`config.mk`:
```
export PLATFORM = sky130hd
export DESIGN_NAME = instr_queue
export DESIGN_NICKNAME = d
export VERILOG_FILES = /design/src/rtl/instr_queue_pkg.sv /design/src/rtl/instr_fifo.sv /design/src/rtl/instr_queue.sv
export SDC_FILE = /design/constraint.sdc
export NUM_CORES = 1
export LEC_CHECK = 0
export CAP_MARGIN = 10
export CORE_UTILIZATION = 55
export CTS_CLUSTER_SIZE = 14
export DETAILED_ROUTE_END_ITERATION = 6
export PLACE_DENSITY_LB_ADDON = 0.3
export SLEW_MARGIN = 15
export SYNTH_ARGS = -nofsm -noshare
export SYNTH_HDL_FRONTEND = slang
export SYNTH_SLANG_ARGS = --single-unit
```
`constraint.sdc`:
```
create_clock -name clk -period 5.9 [get_ports clk]
set_input_delay 1.475 -clock clk [delete_from_list [all_inputs] [get_ports clk]]
set_output_delay 1.475 -clock clk [all_outputs]
set_load 0.02 [all_outputs]
```
`src/rtl/instr_queue_pkg.sv`:
```
`default_nettype none
`timescale 1ns/1ps
// ---------------------------------------------------------------------------
// instr_queue_pkg: shared widths, FSM encoding and entry layout. Rev 1.0
// ---------------------------------------------------------------------------
package instr_queue_pkg;

  localparam int ADDRESS_WIDTH   = 32;
  localparam int MAX_INSTR_WIDTH = 120;
  localparam int LEN_W           = 4;
  localparam int ENTRY_W         = MAX_INSTR_WIDTH + LEN_W + ADDRESS_WIDTH;

  localparam logic [0:0] Q_S_REDIR = 1'b0;
  localparam logic [0:0] Q_S_RUN   = 1'b1;

  typedef struct packed {
    logic [MAX_INSTR_WIDTH-1:0] instr;
    logic [LEN_W-1:0]           len;
    logic [ADDRESS_WIDTH-1:0]   pc;
  } entry_t;

endpackage
`default_nettype wire

```
`src/rtl/instr_fifo.sv`:
```
`default_nettype none
`timescale 1ns/1ps
// ---------------------------------------------------------------------------
// instr_fifo: register-array FIFO with wrap-bit pointers and flush. Rev 1.0
// ---------------------------------------------------------------------------
module instr_fifo #(
  parameter int WIDTH = 8,
  parameter int DEPTH = 4,
  parameter int PTR_W = $clog2(DEPTH)
) (
  input  logic             clk,
  input  logic             reset,
  input  logic             push,
  input  logic             pop,
  input  logic             flush,
  input  logic [WIDTH-1:0] wdata,
  output logic [WIDTH-1:0] rdata,
  output logic             full,
  output logic             empty
);

  localparam logic [PTR_W:0] PTR_ONE = {{PTR_W{1'b0}}, 1'b1};

  logic [WIDTH-1:0] mem [DEPTH];
  logic [PTR_W:0]   wr_ptr;
  logic [PTR_W:0]   rd_ptr;

  // Equal index bits with differing wrap bits means the writer lapped the reader.
  assign empty = (wr_ptr == rd_ptr);
  assign full  = (wr_ptr[PTR_W] != rd_ptr[PTR_W]) &&
                 (wr_ptr[PTR_W-1:0] == rd_ptr[PTR_W-1:0]);
  assign rdata = mem[rd_ptr[PTR_W-1:0]];

  always_ff @(posedge clk or negedge reset) begin
    if (!reset) begin
      wr_ptr <= '0;
      rd_ptr <= '0;
    end else if (flush) begin
      wr_ptr <= '0;
      rd_ptr <= '0;
    end else begin
      if (push && !full)
        wr_ptr <= wr_ptr + PTR_ONE;
      if (pop && !empty)
        rd_ptr <= rd_ptr + PTR_ONE;
    end
  end

  always_ff @(posedge clk) begin
    if (push && !full && !flush)
      mem[wr_ptr[PTR_W-1:0]] <= wdata;
  end

endmodule
`default_nettype wire

```
`src/rtl/instr_queue.sv`:
```
`default_nettype none
`timescale 1ns/1ps
// ---------------------------------------------------------------------------
// instr_queue: fetch-to-decode instruction buffer that owns the fetch PC. Rev 1.0
// ---------------------------------------------------------------------------
module instr_queue
  import instr_queue_pkg::*;
#(
  parameter int                       DEPTH    = 4,
  parameter int                       PTR_W    = 2,
  parameter logic [ADDRESS_WIDTH-1:0] RESET_PC = '0
) (
  input  logic                       clk,
  input  logic                       reset,
  output logic                       o_pc_valid,
  output logic [ADDRESS_WIDTH-1:0]   o_pc,
  input  logic                       i_pc_ready,
  input  logic                       i_fetch_valid,
  input  logic [MAX_INSTR_WIDTH-1:0] i_fetch_instr,
  input  logic [LEN_W-1:0]           i_fetch_len,
  output logic                       o_fetch_ready,
  input  logic                       i_redirect_valid,
  input  logic [ADDRESS_WIDTH-1:0]   i_redirect_pc,
  output logic                       o_valid,
  output logic [MAX_INSTR_WIDTH-1:0] o_instr,
  output logic [LEN_W-1:0]           o_instr_len,
  output logic [ADDRESS_WIDTH-1:0]   o_instr_pc,
  input  logic                       i_ready,
  output logic                       o_len_err
);

  logic [0:0]               state;
  logic [0:0]               state_next;
  logic [ADDRESS_WIDTH-1:0] pend_pc;
  logic [ADDRESS_WIDTH-1:0] next_pc;
  logic                     len_err;
  logic                     fifo_full;
  logic                     fifo_empty;
  logic                     accept;
  logic                     push;
  logic                     pop;
  entry_t                   push_entry;
  entry_t                   head_entry;

  // State register
  always_ff @(posedge clk or negedge reset) begin
    if (!reset)
      state <= Q_S_REDIR;
    else
      state <= state_next;
  end

  // Next-state logic; a redirect always wins over the PC handshake.
  always_comb begin
    state_next = state;
    if (i_redirect_valid)
      state_next = Q_S_REDIR;
    else if (state == Q_S_REDIR && i_pc_ready)
      state_next = Q_S_RUN;
  end

  // FSM outputs: while redirecting, fetch results are swallowed.
  always_comb begin
    o_pc_valid    = 1'b0;
    o_fetch_ready = !fifo_full;
    case (state)
      Q_S_REDIR: begin
        o_pc_valid    = 1'b1;
        o_fetch_ready = 1'b1;
      end
      default: ;
    endcase
  end

  assign o_pc   = pend_pc;
  assign accept = (state == Q_S_RUN) && i_fetch_valid && o_fetch_ready && !i_redirect_valid;
  assign push   = accept && (i_fetch_len != '0);
  assign pop    = !fifo_empty && i_ready && !i_redirect_valid;

  assign push_entry = '{instr: i_fetch_instr, len: i_fetch_len, pc: next_pc};

  always_ff @(posedge clk or negedge reset) begin
    if (!reset) begin
      pend_pc <= RESET_PC;
      next_pc <= '0;
      len_err <= 1'b0;
    end else begin
      if (i_redirect_valid)
        pend_pc <= i_redirect_pc;
      if (!i_redirect_valid) begin
        if (state == Q_S_REDIR && i_pc_ready)
          next_pc <= pend_pc;
        else if (push)
          next_pc <= next_pc + {{(ADDRESS_WIDTH-LEN_W){1'b0}}, i_fetch_len};
      end
      if (accept && i_fetch_len == '0)
        len_err <= 1'b1;
    end
  end

  instr_fifo #(
    .WIDTH (ENTRY_W),
    .DEPTH (DEPTH),
    .PTR_W (PTR_W)
  ) u_fifo (
    .clk   (clk),
    .reset (reset),
    .push  (push),
    .pop   (pop),
    .flush (i_redirect_valid),
    .wdata (push_entry),
    .rdata (head_entry),
    .full  (fifo_full),
    .empty (fifo_empty)
  );

  // Head fields read as zero when nothing is queued.
  assign o_valid     = !fifo_empty;
  assign o_instr     = o_valid ? head_entry.instr : '0;
  assign o_instr_len = o_valid ? head_entry.len   : '0;
  assign o_instr_pc  = o_valid ? head_entry.pc    : '0;
  assign o_len_err   = len_err;

endmodule
`default_nettype wire

```
==> run_results.csv, run 1 <==
group,metric,value,unit
synthesis,synth_cells,1373,
final_layout,area_growth,23.91,%
die,core.rowCount,81,
critical_path,r2r_start,"u_fifo.rd_ptr[0]$_DFFE_PN0P_",
timing,fin_hold_ws,0.4905,ns
critical_path,cpPeakStageDelay,0.61,ns
die,core-area,48950,µm²
critical_path,crit_required,4.43,ns
timing,fin_ws,1.071,ns
job,maxCapViolations,0,
placed_design,dpl_cell_area,31670,µm²
synthesis,synthTopCellsByCount,"624 x edfxtp_1, 162 x and2_1, 156 x mux4_2, 72 x dfrtp_1, 48 x clkbuf_1",
synthesis,syn_area,27320,µm²
global_route,grt_pass1_wl,88950,µm
final_layout,num-fill-cells,3094,
timing,fin_crit,4.829,ns
synthesis,avgSynthCellArea,19.90,µm²
route,wirelength,58800,µm
synthesis,async_flop_share,0.1034,
critical_path,critPathLaunchType,"flop",
timing,final_max_slew_viol_count,0,
clock_tree,htree_levels,3,
clock_tree,clkLatencyLatePin,0.61,ns
route,viasPerCell,5.885,
pwr,vdd_ir_drop_max,0.0002425,V
status,status,"finished, final reports clean",
route,ant_nets,0,
synthesis,yosysMostFrequentCell,"edfxtp_1",
clock_tree,cts_tree,"yes",
synthesis,synth_top_cells_by_area,"edfxtp_1 69%, mux4_2 13%, dfrtp_1 6.6%",
critical_path,worst-path-max-fanout,83,
route,wl_per_cell,23.96,µm
synthesis,synth_edf_count,624,
synthesis,ys_ff_latch,696,
global_route,overflow,0,
placed_design,io_buffers,353,
clock_tree,cts_setup_buffers,0,
route,drt_iter0_drc,1242,
route,first_pass_iters,7,
global_route,antenna_found_initial,5,
die,die_y,224.9,µm
clock_tree,clock-root-buffer,"clkbuf_16",
die,die_width,224.9,µm
timing,relSlewSlack,0.1201,
critical_path,slowest_stage,"clkdlybuf4s50_1",
min_path,hold_start,"o_len_err$_DFFE_PN0P_",
synthesis,synth_top_area_share,0.6858,
timing,max_slew.worst_pin.slew,1.320,ns
placed_design,gp_congestion,0.8635,
critical_path,worstPathCellList,"buf_12, buf_16, mux4_2, and2_1, clkdlybuf4s50_1",
timing,grt_setup_unrepaired,"no",
critical_path,crit_path_end_kind,"output port",
global_route,grt_pass1_vias,14669,
clock_tree,cts_resized,0,
critical_path,critPathTopFamily,"buffers and inverters",
synthesis,synth_top_cell_by_area,"edfxtp_1",
synthesis,yosys_warnings,0,
die,die_area,50570,µm²
die,start_util,0.5581,
synthesis,synth_cell_types,55,
clock_tree,cts_buffers,68,
pwr,power_density,332.7,nW/µm²
die,pin_count,354,
min_path,hp-class,"reg -> reg",
placed_design,dp_hpwl,34060,µm
pwr,power.leakage,10.94,nW
critical_path,critPathBufInv,3,
synthesis,synth_flop_cell,"edfxtp_1",
clock_tree,cts.sinks,696,
timing,clock_skew,0.01846,ns
timing,hold_viol_final,0,
synthesis,ys_seq_area_frac,0.7518,
clock_tree,hold_buffers,0,
timing,setup_tns,0,ns
route,vias,14441,
critical_path,worstSetupPathType,"reg -> out",
final_layout,drive_gt1_frac,0.1755,
global_route,grt_start_max_net_pins,159,
final_layout,fin_nets,1913,
timing,fmax,0.2071,GHz
placed_design,place_ws,1.608,ns
critical_path,cp-startpoint,"u_fifo.rd_ptr[0]$_DFFE_PN0P_",
clock_tree,clk_pin_slew,0.06,ns
route,drc,0,
critical_path,cp.arrival,3.35,ns
final_layout,final_area,33860,µm²
synthesis,syn_nets,1545,
timing,post-route-period-util,0.8185,
timing,setup_viol,0,
global_route,grt_use_total,0.2351,
clock_tree,clockBufferDepth,3,
where the power goes:
group | internal [W] | switching, W | total [W]
sequential | 0.00556 | 0.000185 | 0.00575
combinational | 0.000627 | 0.000669 | 0.00130
clock | 0.00245 | 0.00177 | 0.00422
total | 0.00864 | 0.00263 | 0.0113
flip-flops by register name (all words and copies together) (netlist names):
name,count
o_pc,32
state,1
u_fifo.rd_ptr,3
o_len_err,1
u_fifo.wr_ptr,3
next_pc,32
u_fifo.mem,624
worst reg2reg max path, stage by stage, from the launching register on:
cell and delay (ns):
dfrtp_4 0.50, xnor2_1 0.24, a311oi_4 0.55, and3_4 0.75, buf_4 0.57
metrics by stage:
stage / std cells / util / power (W)
3_5_place_dp: 2334 / 0.6469 / 0.007132
3_3_place_gp: 2334 / 0.6469 / 0.007092
4_1_cts: 2452 / 0.6910 / 0.01134
5_1_grt: 2453 / 0.6916 / 0.01163
2_1_floorplan: 1373 / - / 0.006502
6_report: 2454 / 0.6916 / 0.01126
layout by cell type (no fill, tap or decap), drive strengths merged, types with 15 or more instances in the layout:
| cell | Yosys | final |
|---|---|---|
| a21oi | 23 | 23 |
| and2 | 162 | 162 |
| and3 | 15 | 15 |
| buf | 29 | 24 |
| clkbuf | 48 | 86 |
| clkdlybuf4s50 | 0 | 351 |
| clkinv | 0 | 20 |
| dfrtp | 72 | 72 |
| edfxtp | 624 | 624 |
| mux2 | 31 | 31 |
| mux4 | 156 | 156 |
| nand2 | 22 | 22 |
| nand3 | 19 | 19 |
| nor2 | 38 | 38 |
worst paths after layout:
kind / cells after the start / slack (ns) / endpoint
min reg2reg: 1 / 0.49 / o_len_err$_DFFE_PN0P_
min: 1 / 0.49 / o_len_err$_DFFE_PN0P_
max in group asynchronous: 2 / 3.89 / u_fifo.rd_ptr[0]$_DFFE_PN0P_
min in group asynchronous: 1 / 0.99 / o_pc[1]$_DFFE_PN0P_
max reg2reg: 4 / 2.93 / u_fifo.mem[3][10]$_DFFE_PP_
max: 5 / 1.07 / o_instr[83]
per-layer routing:
metal	share of wire	up-vias	track usage
met5	0.00080	-	0
met4	0.020	8	0.07395
met3	0.069	93	0.04938
met2	0.49	559	0.3745
met1	0.42	7512	0.3290
li1	-	6269	-
area by class of cell:
cell class,instances,area (µm²),area share
Antenna cell,1,2.502,0.00007392
Clock buffer,86,1853,0.05473
Clock inverter,32,305.3,0.009018
Inverter,6,22.52,0.0006652
Multi-Input combinational cell,594,6447,0.1904
Sequential cell,696,20550,0.6069
Tap cell,664,830.8,0.02454
Timing Repair Buffer,375,3846,0.1136
kinds of logic after synthesis:
| logic type | share of synthesized area |
|---|---|
| buffers and inverters | 0.01296 |
| xor gates and xnor gates | 0.002564 |
| AOI/OAI and AO/OA | 0.02546 |
| adders and majority gates | 0.004854 |
| DFF | 0.7518 |
| muxes | 0.1417 |
| and+or+nand+nor | 0.06063 |
No activity file was read; power rests on OpenSTA's default activity.
==> run 2: changes to the inputs <==
- clock period: 5.9 -> 4.9 ns (I/O delays scaled with it)
==> run_results.csv, run 2 (synthesized netlist as in run 1, its figures left out) <==
group,metric,value,unit
final_layout,final_common_cell,"edfxtp_1",
final_layout,num-fill-cells,3040,
placed_design,io_buffers,353,
timing,relSlewSlack,0.3295,
global_route,grt_use_total,0.2332,
final_layout,largest_reg_flops,624,
critical_path,worst-path-max-fanout,49,
timing,fin_crit,4.315,ns
route,wirelength,58160,µm
global_route,antenna_found_initial,5,
timing,hold_viol_final,0,
clock_tree,cts_setup_buffers,0,
final_layout,fin_nets,1932,
critical_path,worstPathCellList,"xor2_1, nand3b_1, buf_4, and2_1, clkdlybuf4s50_1",
clock_tree,cts_buffers,69,
route,drc,0,
critical_path,worstSetupPathType,"reg -> out",
clock_tree,clockBufferDepth,3,
die,die_width,224.9,µm
job,maxCapViolations,0,
timing,grt_setup_unrepaired,"no",
timing,setup_tns,0,ns
critical_path,critPathTopFamily,"buffers and inverters",
die,die_y,224.9,µm
critical_path,cp.arrival,3.09,ns
critical_path,crit_path_end_kind,"output port",
global_route,grt_pass1_vias,14709,
die,die_area,50570,µm²
critical_path,slowest_stage,"clkdlybuf4s50_1",
pwr,finalPower,0.01356,W
global_route,overflow,0,
timing,max_slew.worst_pin.slew,1.006,ns
placed_design,dp_hpwl,35820,µm
timing,setup_viol,0,
route,drt_iter0_drc,1103,
timing,final_max_slew_viol_count,0,
final_layout,area_growth,24.37,%
pwr,power.leakage,11.04,nW
clock_tree,cts_tree,"yes",
global_route,grt_pass1_wl,88220,µm
route,first_pass_iters,5,
route,ant_nets,0,
min_path,hold_start,"o_len_err$_DFFE_PN0P_",
die,core.rowCount,81,
die,pin_count,354,
clock_tree,cts.sinks,696,
critical_path,cp-startpoint,"u_fifo.wr_ptr[2]$_DFFE_PN0P_",
clock_tree,clkLatencyLatePin,0.59,ns
global_route,grt_start_max_net_pins,111,
critical_path,critPathLaunchType,"flop",
critical_path,crit_required,3.67,ns
clock_tree,cts_resized,0,
min_path,hp-class,"reg -> reg",
pwr,power_density,399.1,nW/µm²
critical_path,r2r_start,"u_fifo.rd_ptr[0]$_DFFE_PN0P_",
timing,post-route-period-util,0.8807,
timing,clock_skew,0.01591,ns
die,start_util,0.5581,
route,wl_per_cell,23.51,µm
final_layout,layout_common_cells,"624 x edfxtp_1, 351 x clkdlybuf4s50_1, 162 x and2_1",
clock_tree,clock-root-buffer,"clkbuf_16",
die,core-area,48950,µm²
placed_design,gp_congestion,0.8302,
final_layout,drive_gt1_frac,0.1813,
final_layout,final-seq-area,20550,µm²
route,viasPerCell,5.831,
clock_tree,clk_pin_slew,0.06,ns
clock_tree,htree_levels,3,
timing,fmax,0.2317,GHz
critical_path,cpPeakStageDelay,0.65,ns
pwr,vdd_ir_drop_max,0.0002213,V
final_layout,multi_input_area,6447,µm²
status,status,"finished, final reports clean",
clock_tree,hold_buffers,0,
critical_path,critPathBufInv,2,
route,vias,14425,
-- run 2: changes by cell type in the layout (fill, tap and decap cells not counted), sizes merged --
cell and change:
buf +18, clkbuf +8, inv -3, clkinv -2, clkinvlp -2, bufinv +1
-- run 2: per-layer routing --
| metal | vias to the layer above | global-route usage | part of all wire |
|---|---|---|---|
| li1 | 6315 | - | - |
| met1 | 7476 | 0.3224 | 0.41 |
| met2 | 548 | 0.3773 | 0.50 |
| met3 | 78 | 0.05147 | 0.070 |
| met4 | 8 | 0.06605 | 0.017 |
| met5 | - | 0 | 0.00089 |
-- run 2: worst reg2reg max path, stage by stage (launching register included) --
cell      delay [ns]
dfrtp_4         0.51
xnor2_1         0.25
a311oi_4        0.54
and3_4          0.91
buf_4           0.43
-- run 2: final cells by class --
class	instances	area share
clock inverter	26	0.008764
timing repair buffer	393	0.1162
antenna	1	0.00007364
tap	664	0.02445
multi-input combinational	594	0.1897
clock buffer	94	0.05542
sequential	696	0.6047
inverter	6	0.0006628
-- run 2: report_power, final --
group / leakage, nW / internal (W) / switching, W
Clock: 1.06 / 0.00301 / 0.00209
Sequential: 6.47 / 0.00670 / 0.000223
Combinational: 3.50 / 0.000752 / 0.000786
Total: 11.0 / 0.0105 / 0.00310
-- run 2: worst paths after layout --
path                                                    end  slack [ns]  depth (start not counted)
worst min-delay path                  o_len_err$_DFFE_PN0P_        0.53                          1
min in group asynchronous           next_pc[12]$_DFFE_PN0P_        0.62                          1
worst min register to register        o_len_err$_DFFE_PN0P_        0.53                          1
max in group asynchronous           next_pc[25]$_DFFE_PN0P_        3.24                          2
worst max-delay path                         o_instr_pc[29]        0.58                          5
worst max register to register  u_fifo.mem[3][21]$_DFFE_PP_        1.94                          4
-- run 2: metrics by stage --
step	instances	area, µm²	setup slack (ns)	util	hold WS (ns)
floorplan	1373	27330	0.6866	-	0.4997
global placement	2353	31800	0.9247	0.6496	0.5046
detailed placement	2353	31800	0.9025	0.6496	0.4993
CTS	2473	33980	0.5471	0.6941	0.5224
global route	2474	33980	0.4398	0.6942	0.5393
finish	2474	33980	0.5847	0.6942	0.5317
==> run 3: changes to the inputs <==
- CTS_CLUSTER_SIZE: 14 -> 10
==> run_results.csv, run 3 (synthesized netlist as in run 1, its figures left out) <==
group,metric,value,unit
status,status,"finished, final reports clean",
placed_design,io_buffers,353,
timing,relSlewSlack,0.3337,
min_path,whs_path_depth,1,
final_layout,largest_reg_flops,624,
global_route,grt_use_total,0.2397,
critical_path,critPathTopFamily,"buffers and inverters",
timing,fmax,0.2299,GHz
timing,setup_tns,0,ns
critical_path,cp.arrival,3.12,ns
die,core-area,48950,µm²
timing,grt_setup_unrepaired,"no",
critical_path,critPathLaunchType,"flop",
clock_tree,clk_pin_slew,0.06,ns
critical_path,cpPeakStageDelay,0.66,ns
clock_tree,cts_resized,0,
route,vias,14429,
global_route,overflow,0,
route,drc,0,
critical_path,crit_path_end_kind,"output port",
final_layout,final_core_util,0.6950,
pwr,power.leakage,11.05,nW
route,viasPerCell,5.861,
final_layout,antennaDiodeCount,0,
placed_design,dp_hpwl,35820,µm
clock_tree,cts_tree,"yes",
route,wl_per_cell,24.15,µm
critical_path,slowest_stage,"clkdlybuf4s50_1",
critical_path,r2r_cells,4,
timing,final_max_slew_viol_count,0,
clock_tree,clock-root-buffer,"clkbuf_16",
global_route,grt_pass1_vias,14944,
route,wl_met1,23940,µm
route,first_pass_iters,5,
clock_tree,clockBufferDepth,3,
critical_path,worstSetupPathType,"reg -> out",
route,ant_nets,0,
clock_tree,htree_levels,3,
pwr,vdd_ir_drop_max,0.0002624,V
clock_tree,hold_buffers,0,
critical_path,critical_path_depth,5,
route,dr_wl_met3,4081,µm
global_route,antenna_found_initial,6,
timing,fin_crit,4.349,ns
placed_design,gp_congestion,0.8302,
critical_path,critPathBufInv,2,
route,wl_met2,30070,µm
final_layout,fin_nets,1942,
clock_tree,cts_buffers,79,
die,start_util,0.5581,
die,pin_count,354,
timing,clock_skew,0.01093,ns
global_route,grt_start_max_net_pins,111,
final_layout,num-fill-cells,3013,
die,die_y,224.9,µm
critical_path,worstPathCellList,"xor2_1, nand3b_1, buf_4, and2_1, clkdlybuf4s50_1",
global_route,grt_pass1_wl,90090,µm
route,wirelength,59450,µm
clock_tree,cts.sinks,696,
die,core.rowCount,81,
job,maxCapViolations,0,
die,die_area,50570,µm²
timing,setup_viol,0,
timing,hold_viol_final,0,
critical_path,worst-path-max-fanout,49,
clock_tree,clkLatencyLatePin,0.60,ns
clock_tree,cts_setup_buffers,0,
critical_path,crit_required,3.67,ns
final_layout,final_common_cell,"edfxtp_1",
pwr,power_density,400.6,nW/µm²
final_layout,drive_gt1_frac,0.1813,
timing,max_slew.worst_pin.slew,0.9994,ns
route,top_layer_used,"met5",
final_layout,layout_common_cells,"624 x edfxtp_1, 351 x clkdlybuf4s50_1, 162 x and2_1",
route,drt_iter0_drc,1274,
timing,post-route-period-util,0.8876,
final_layout,area_growth,24.52,%
die,die_width,224.9,µm
min_path,hp-class,"reg -> reg",
## run 3: final cells by class
class,count,area (µm²),share of cell area
Sequential cell,696,20550,0.6040
Multi-Input combinational cell,594,6447,0.1895
Timing Repair Buffer,393,3949,0.1161
Clock buffer,107,2198,0.06462
Tap cell,664,830.8,0.02442
Clock inverter,2,25.02,0.0007356
Inverter,6,22.52,0.0006620
## run 3: per-stage QoR
step,power (W),cells,area (µm²),setup WS (ns),hold slack (ns)
3_3_place_gp,0.008543,2353,31800,0.9247,0.5046
5_1_grt,0.01407,2462,34020,0.3868,0.5375
3_5_place_dp,0.008582,2353,31800,0.9025,0.4993
4_1_cts,0.01374,2462,34020,0.4935,0.5205
2_1_floorplan,0.007829,1373,27330,0.6866,0.4997
6_report,0.01363,2462,34020,0.5505,0.5299
## run 3: worst paths after layout
check	slack [ns]	start	endpoint
setup / recovery	0.55	u_fifo.wr_ptr[2]$_DFFE_PN0P_	o_instr_pc[29]
hold / removal	0.53	o_len_err$_DFFE_PN0P_	o_len_err$_DFFE_PN0P_
setup reg to reg	1.96	u_fifo.rd_ptr[0]$_DFFE_PN0P_	u_fifo.mem[3][16]$_DFFE_PP_
hold reg to reg	0.53	o_len_err$_DFFE_PN0P_	o_len_err$_DFFE_PN0P_
max in group asynchronous	3.23	reset	next_pc[27]$_DFFE_PN0P_
min in group asynchronous	0.62	reset	next_pc[1]$_DFFE_PN0P_
## run 3: report_power, final
part,switching (W),internal [W],leakage (nW)
sequential,0.000222,0.00671,6.47
clock,0.00208,0.00308,1.08
combinational,0.000790,0.000752,3.50
total,0.00309,0.0105,11.1
## run 3: metal layers
metal	vias up	global-route usage
met5	-	0
met4	12	0.07285
met3	99	0.05395
met2	575	0.3918
met1	7436	0.3244
li1	6307	-
